File: src/rtl/battleship_turn_ctrl_if.sv
// Signal bundle between the battleship turn controller and the game front end.
// The controller takes the slave side; the driving environment takes the master side.
interface battleship_turn_ctrl_if;
  logic       start_btn;
  logic [2:0] ships_cfg;
  logic       place_done;
  logic       player_shot_valid;
  logic       player_hit;
  logic       pc_shot_valid;
  logic       pc_hit;
  logic       colocation_ships_State;
  logic       player_turn;
  logic       pc_turn;
  logic [2:0] state;
  logic [3:0] player_hits;
  logic [3:0] pc_hits;
  logic [2:0] ships_placed;
  logic       win;
  logic       lose;
  logic       timeout_pulse;

  modport master (
    output start_btn, ships_cfg, place_done, player_shot_valid, player_hit,
           pc_shot_valid, pc_hit,
    input  colocation_ships_State, player_turn, pc_turn, state, player_hits,
           pc_hits, ships_placed, win, lose, timeout_pulse
  );

  modport slave (
    input  start_btn, ships_cfg, place_done, player_shot_valid, player_hit,
           pc_shot_valid, pc_hit,
    output colocation_ships_State, player_turn, pc_turn, state, player_hits,
           pc_hits, ships_placed, win, lose, timeout_pulse
  );
endinterface

File: src/rtl/battleship_turn_ctrl.sv
// Game sequencer for battleship: ship placement, alternating turns with a per-turn
// timeout, hit counting and win/lose detection.
module battleship_turn_ctrl #(
  parameter int TURN_TIMEOUT = 50_000_000,
  parameter int MAX_SHIPS    = 5
) (
  input logic                  clk,
  input logic                  rst,
  battleship_turn_ctrl_if.slave bus
);

  typedef enum logic [2:0] {
    IDLE   = 3'd0,
    PLACE  = 3'd1,
    PLAYER = 3'd2,
    PC     = 3'd3,
    WIN    = 3'd4,
    LOSE   = 3'd5
  } state_t;

  localparam logic [31:0] TIMER_LAST = 32'(TURN_TIMEOUT - 1);

  state_t      st, st_nxt;
  logic        start_q, armed, start_edge, cfg_ok, game_start, timeout_now;
  logic [2:0]  n_ships, placed, placed_nxt;
  logic [3:0]  req_hits, p_hits, c_hits, p_hits_nxt, c_hits_nxt;
  logic [31:0] timer;
  logic        place_f, player_f, pc_f, win_f, lose_f;

  function automatic logic [3:0] tri_num(input logic [2:0] n);
    case (n)
      3'd1:    tri_num = 4'd1;
      3'd2:    tri_num = 4'd3;
      3'd3:    tri_num = 4'd6;
      3'd4:    tri_num = 4'd10;
      default: tri_num = 4'd15;
    endcase
  endfunction

  // armed blocks a phantom edge when start_btn is already high as reset releases
  assign start_edge = armed && bus.start_btn && !start_q;
  assign cfg_ok     = (bus.ships_cfg != 3'd0) && (int'(bus.ships_cfg) <= MAX_SHIPS);
  assign game_start = start_edge && cfg_ok;

  // Combinational so the pulse lands in the expiring cycle and a same-cycle shot can veto it
  assign timeout_now = !start_edge && (timer == TIMER_LAST) &&
                       (((st == PLAYER) && !bus.player_shot_valid) ||
                        ((st == PC) && !bus.pc_shot_valid));

  always_comb begin
    st_nxt     = st;
    placed_nxt = placed;
    p_hits_nxt = p_hits;
    c_hits_nxt = c_hits;
    case (st)
      IDLE: begin
        if (game_start) begin
          st_nxt     = PLACE;
          placed_nxt = 3'd0;
          p_hits_nxt = 4'd0;
          c_hits_nxt = 4'd0;
        end
      end
      PLACE: begin
        if (start_edge) begin
          st_nxt = IDLE;
        end else if (bus.place_done) begin
          placed_nxt = placed + 3'd1;
          if (placed_nxt == n_ships) st_nxt = PLAYER;
        end
      end
      PLAYER: begin
        if (start_edge) begin
          st_nxt = IDLE;
        end else if (bus.player_shot_valid) begin
          if (bus.player_hit && (p_hits != 4'd15)) p_hits_nxt = p_hits + 4'd1;
          st_nxt = (p_hits_nxt == req_hits) ? WIN : PC;
        end else if (timeout_now) begin
          st_nxt = PC;
        end
      end
      PC: begin
        if (start_edge) begin
          st_nxt = IDLE;
        end else if (bus.pc_shot_valid) begin
          if (bus.pc_hit && (c_hits != 4'd15)) c_hits_nxt = c_hits + 4'd1;
          st_nxt = (c_hits_nxt == req_hits) ? LOSE : PLAYER;
        end else if (timeout_now) begin
          st_nxt = PLAYER;
        end
      end
      WIN, LOSE: begin
        if (start_edge) st_nxt = IDLE;
      end
      default: st_nxt = IDLE;
    endcase
  end

  always_ff @(posedge clk or posedge rst) begin
    if (rst) begin
      st       <= IDLE;
      start_q  <= 1'b0;
      armed    <= 1'b0;
      n_ships  <= 3'd0;
      req_hits <= 4'd0;
      placed   <= 3'd0;
      p_hits   <= 4'd0;
      c_hits   <= 4'd0;
      timer    <= 32'd0;
      place_f  <= 1'b0;
      player_f <= 1'b0;
      pc_f     <= 1'b0;
      win_f    <= 1'b0;
      lose_f   <= 1'b0;
    end else begin
      start_q <= bus.start_btn;
      armed   <= 1'b1;
      st      <= st_nxt;
      placed  <= placed_nxt;
      p_hits  <= p_hits_nxt;
      c_hits  <= c_hits_nxt;
      if ((st == IDLE) && game_start) begin
        n_ships  <= bus.ships_cfg;
        req_hits <= tri_num(bus.ships_cfg);
      end
      // Any state change restarts the turn timer; it only advances while a turn is held
      if (st_nxt != st) begin
        timer <= 32'd0;
      end else if ((st == PLAYER) || (st == PC)) begin
        timer <= timer + 32'd1;
      end
      place_f  <= (st_nxt == PLACE);
      player_f <= (st_nxt == PLAYER);
      pc_f     <= (st_nxt == PC);
      win_f    <= (st_nxt == WIN);
      lose_f   <= (st_nxt == LOSE);
    end
  end

  assign bus.state                  = st;
  assign bus.colocation_ships_State = place_f;
  assign bus.player_turn            = player_f;
  assign bus.pc_turn                = pc_f;
  assign bus.win                    = win_f;
  assign bus.lose                   = lose_f;
  assign bus.player_hits            = p_hits;
  assign bus.pc_hits                = c_hits;
  assign bus.ships_placed           = placed;
  assign bus.timeout_pulse          = timeout_now;

endmodule

File: src/flat_wrapper.sv
// flat-port wrapper written by rule: the top's interface ports become plain ports
module battleship_turn_ctrl_flat 
#(
  parameter int TURN_TIMEOUT = 50_000_000,
  parameter int MAX_SHIPS    = 5
)
  (clk, rst, bus_start_btn, bus_ships_cfg, bus_place_done, bus_player_shot_valid, bus_player_hit, bus_pc_shot_valid, bus_pc_hit, bus_colocation_ships_State, bus_player_turn, bus_pc_turn, bus_state, bus_player_hits, bus_pc_hits, bus_ships_placed, bus_win, bus_lose, bus_timeout_pulse);
  battleship_turn_ctrl_if bus_i ();
  input logic clk;
  input logic rst;
  input wire logic [$bits(bus_i.start_btn)-1:0] bus_start_btn;
  input wire logic [$bits(bus_i.ships_cfg)-1:0] bus_ships_cfg;
  input wire logic [$bits(bus_i.place_done)-1:0] bus_place_done;
  input wire logic [$bits(bus_i.player_shot_valid)-1:0] bus_player_shot_valid;
  input wire logic [$bits(bus_i.player_hit)-1:0] bus_player_hit;
  input wire logic [$bits(bus_i.pc_shot_valid)-1:0] bus_pc_shot_valid;
  input wire logic [$bits(bus_i.pc_hit)-1:0] bus_pc_hit;
  output wire logic [$bits(bus_i.colocation_ships_State)-1:0] bus_colocation_ships_State;
  output wire logic [$bits(bus_i.player_turn)-1:0] bus_player_turn;
  output wire logic [$bits(bus_i.pc_turn)-1:0] bus_pc_turn;
  output wire logic [$bits(bus_i.state)-1:0] bus_state;
  output wire logic [$bits(bus_i.player_hits)-1:0] bus_player_hits;
  output wire logic [$bits(bus_i.pc_hits)-1:0] bus_pc_hits;
  output wire logic [$bits(bus_i.ships_placed)-1:0] bus_ships_placed;
  output wire logic [$bits(bus_i.win)-1:0] bus_win;
  output wire logic [$bits(bus_i.lose)-1:0] bus_lose;
  output wire logic [$bits(bus_i.timeout_pulse)-1:0] bus_timeout_pulse;
  assign bus_i.start_btn = bus_start_btn;
  assign bus_i.ships_cfg = bus_ships_cfg;
  assign bus_i.place_done = bus_place_done;
  assign bus_i.player_shot_valid = bus_player_shot_valid;
  assign bus_i.player_hit = bus_player_hit;
  assign bus_i.pc_shot_valid = bus_pc_shot_valid;
  assign bus_i.pc_hit = bus_pc_hit;
  assign bus_colocation_ships_State = bus_i.colocation_ships_State;
  assign bus_player_turn = bus_i.player_turn;
  assign bus_pc_turn = bus_i.pc_turn;
  assign bus_state = bus_i.state;
  assign bus_player_hits = bus_i.player_hits;
  assign bus_pc_hits = bus_i.pc_hits;
  assign bus_ships_placed = bus_i.ships_placed;
  assign bus_win = bus_i.win;
  assign bus_lose = bus_i.lose;
  assign bus_timeout_pulse = bus_i.timeout_pulse;
  battleship_turn_ctrl #(.TURN_TIMEOUT(TURN_TIMEOUT), .MAX_SHIPS(MAX_SHIPS)) u_core (.clk(clk), .rst(rst), .bus(bus_i));
endmodule
File: config.mk
export PLATFORM = sky130hd
export DESIGN_NAME = battleship_turn_ctrl_flat
export DESIGN_NICKNAME = d
export VERILOG_FILES = /design/src/rtl/battleship_turn_ctrl_if.sv /design/src/rtl/battleship_turn_ctrl.sv /design/src/flat_wrapper.sv
export SDC_FILE = /design/constraint.sdc
export NUM_CORES = 1
export LEC_CHECK = 0
export ABC_AREA = 1
export BUFFER_PORTS_ARGS = -buffer_cell sky130_fd_sc_hd__buf_2
export CELL_PAD_IN_SITES_DETAIL_PLACEMENT = 1
export CELL_PAD_IN_SITES_GLOBAL_PLACEMENT = 1
export CORE_MARGIN = 2
export CORE_UTILIZATION = 35
export DETAILED_ROUTE_END_ITERATION = 12
export MAX_ROUTING_LAYER = met4
export PLACE_DENSITY = 0.66
export REMOVE_ABC_BUFFERS = 1
export SLEW_MARGIN = 20
export SYNTH_ARGS = -nofsm -noshare
export SYNTH_HDL_FRONTEND = slang
export SYNTH_SLANG_ARGS = --single-unit
File: constraint.sdc
create_clock -name clk -period 5.17 [get_ports clk]
set_clock_uncertainty 0.05 [all_clocks]
set_input_delay 0.7755 -clock clk [delete_from_list [all_inputs] [get_ports clk]]
set_output_delay 0.7755 -clock clk [all_outputs]
set_load 0.02 [all_outputs]
==> flow_summary.toml <==
[power_and_ir_drop]
design_power_total_mw = 1.83
power_density_nw_per_um2 = 422
irDropWorstVdd_mv = 0.382
leakage_nw = 1.94

[final_layout]
final_core_util_pct = 40.0
area_delta_synth_final_pct = 11.3
antennaDiodeCount = 0
instances_no_fill = 654
layout.nets = 525
fin_area_sq_um = 4340
drive_gt1_share_pct = 19.5

[clocking]
cts_max_level = 3
cts_tree = "yes"
clock-sinks = 60
numCtsBuffers = 9
post_cts_resized = 0
path_clk_slew_ns = 0.07
post_cts_buffers = 0
clk_root_buffer_cell = "clkbuf_8"
clk_latency_ns = 0.34
hold_buffers = 0
clockBufferDepth = 2

[synthesis]
synth_most_common_cell = "nand2_1"
synthFlopType = "dfrtp_1"
synth_top_cell_by_area = "dfrtp_1"
ys_seq_area_share_pct = 38.5
ys_ff_latch = 60
synth_cells = 475
yosysTopAreaCellShare_pct = 38.5
synth_edf_count = 0
async_flop_share_pct = 100
ys_top_cells_by_area = "dfrtp_1 39%, nand2_1 9.9%, nor2_4 9.2%, nand3_1 5.7%, inv_1 5.6%"
synth.top_cells.by_count = "103 x nand2_1, 60 x dfrtp_1, 58 x inv_1"
synth_area_sq_um = 3900
synthDistinctLibCells = 42
ys_warn_count = 0
syn_avg_cell_area_sq_um = 8.20

[floorplan]
ioPinCount = 31
die-area_sq_um = 12000
rows = 38
die_w_um = 110
initial_core_util_pct = 35.9
fp.dieH_um = 110
coreArea_sq_um = 10800

[worst_hold_path]
min_from = "u_core.bus.ships_placed[1]$_DFFE_PP0P_"
min_path_type = "register to register"

[sta]
post-route-period-util_pct = 62.3
period_needed_ns = 3.22
hold_viol = 0
setup_viol = 0
tns_ns = 0
maxSlewHeadroom_pct = 34.3
finalMaxSlewViolations = 0
tightest_slew_ns = 0.985
rsz0062_at_grt = "no"
fmax_mhz = 311

[placement]
dp_cells = 639
dpl.hpwl_um = 7220
place_area_sq_um = 4150
gp_congestion = 0.857
port_buffers = 30

[critical_path]
startpoint_type = "input pin"
crit_arrival_ns = 3.41
required_ns = 5.36
reg2reg_from = "u_core.bus.pc_hits[0]$_DFFE_PP0P_"
reg2reg_slack_ns = 2.08
end_kind = "register"
startpoint = "bus_start_btn"
crit_fanout = 32
critPathKind = "input pin to register"

[global_routing]
grt_pass1_vias = 3336
grt_usage_pct = 18.0
grt_pass1_wl_um = 16400
grt_max_degree = 61
antenna_found_initial = 0
grt_overflow = 0

[drt]
wl_per_cell_um = 14.8
drcViolationCount = 0
antenna_left = 0
drt_first_pass_iters = 4
vias_per_cell = 4.94
wirelength_um = 9680
via_count = 3233
drtIter0Drc = 106

[run]
cap_violations = 0

[outcome]
outcome = "finished, final reports clean"
[flip-flops by register name, summed over array words and instances, names as in the netlist]
register,cells
u_core.bus.pc_turn,1
u_core.bus.lose,1
u_core.req_hits,4
u_core.bus.state,3
u_core.n_ships,3
u_core.start_q,1
u_core.bus.colocation_ships_State,1
u_core.timer,32
u_core.bus.win,1
u_core.bus.pc_hits,4
u_core.bus.ships_placed,3
u_core.armed,1
u_core.bus.player_hits,4
u_core.bus.player_turn,1
[stage by stage]
stage,hold slack [ns],worst slack (ns)
3_3_place_gp,0.449,1.74
2_1_floorplan,0.423,2.27
4_1_cts,0.485,1.91
3_5_place_dp,0.458,1.54
5_1_grt,0.499,1.55
6_report,0.469,1.95
[power by group]
| part | internal (mW) | switching (mW) |
|---|---|---|
| logic | 0.191 | 0.608 |
| clock network | 0.233 | 0.186 |
| registers | 0.537 | 0.0760 |
| total | 0.962 | 0.870 |
[kinds of logic after synthesis]
family                     share of synthesized area [%]
AOI/OAI and AO/OA                                   5.07
muxes                                              0.257
buffers and inverters                               7.90
other                                             0.0962
adders and majority gates                           1.28
xor gates and xnor gates                            6.97
DFF                                                 38.5
and+or+nand+nor                                     39.9
[layer usage]
metal	GRT usage (%)	wire [um]	share of wire, %	vias up
met3	2.67	216	2.2	7
met1	25.0	4900	51	1574
met5	-	0	0	-
met2	27.2	4470	46	41
met4	5.61	94	0.97	0
li1	-	-	-	1611
[layout by cell type (no fill, tap or decap), types with 5 or more instances in the layout]
cell type and n:
o21ai_0 12, nand2_1 103, nor3_1 11, nand4_1 16, nand3_1 44, dfrtp_1 60, inv_1 57, buf_2 30
nor2_1 43, xor2_1 23, o22ai_1 5, nand2_2 5, nor2_4 32, clkbuf_8 10, xnor2_1 8, nor4_1 8
[final cells by class]
cell class | count | area (sq um)
inverters | 61 | 231
multi-input cells | 347 | 2090
clock buffers | 13 | 149
fillers | 1342 | 6500
clock inverters | 2 | 35.0
well taps | 140 | 175
flip-flops and latches | 60 | 1500
repair buffers | 31 | 158
[final timing paths]
path | to | cells past startpoint
max | u_core.timer[11]$_DFFE_PP0P_ | 13
min | u_core.bus.ships_placed[1]$_DFFE_PP0P_ | 2
max reg2reg | u_core.timer[11]$_DFFE_PP0P_ | 16
min reg2reg | u_core.bus.ships_placed[1]$_DFFE_PP0P_ | 2
max in group asynchronous | u_core.bus.colocation_ships_State$_DFF_PP0_ | 3
min in group asynchronous | u_core.timer[24]$_DFFE_PP0P_ | 3
[critical path, stage by stage]
cell     delay, ns
buf_2         0.08
nand2_1       0.04
nor2_1        0.37
inv_1         0.14
a21oi_1       0.19
nand2_1       0.26
nand2_1       0.18
nor2_1        0.09
nand3_4       0.13
nand2_2       0.06
nand2_2       0.07
nand3_4       0.66
nor2_1        0.30
No activity file was read; power rests on OpenSTA's default activity.
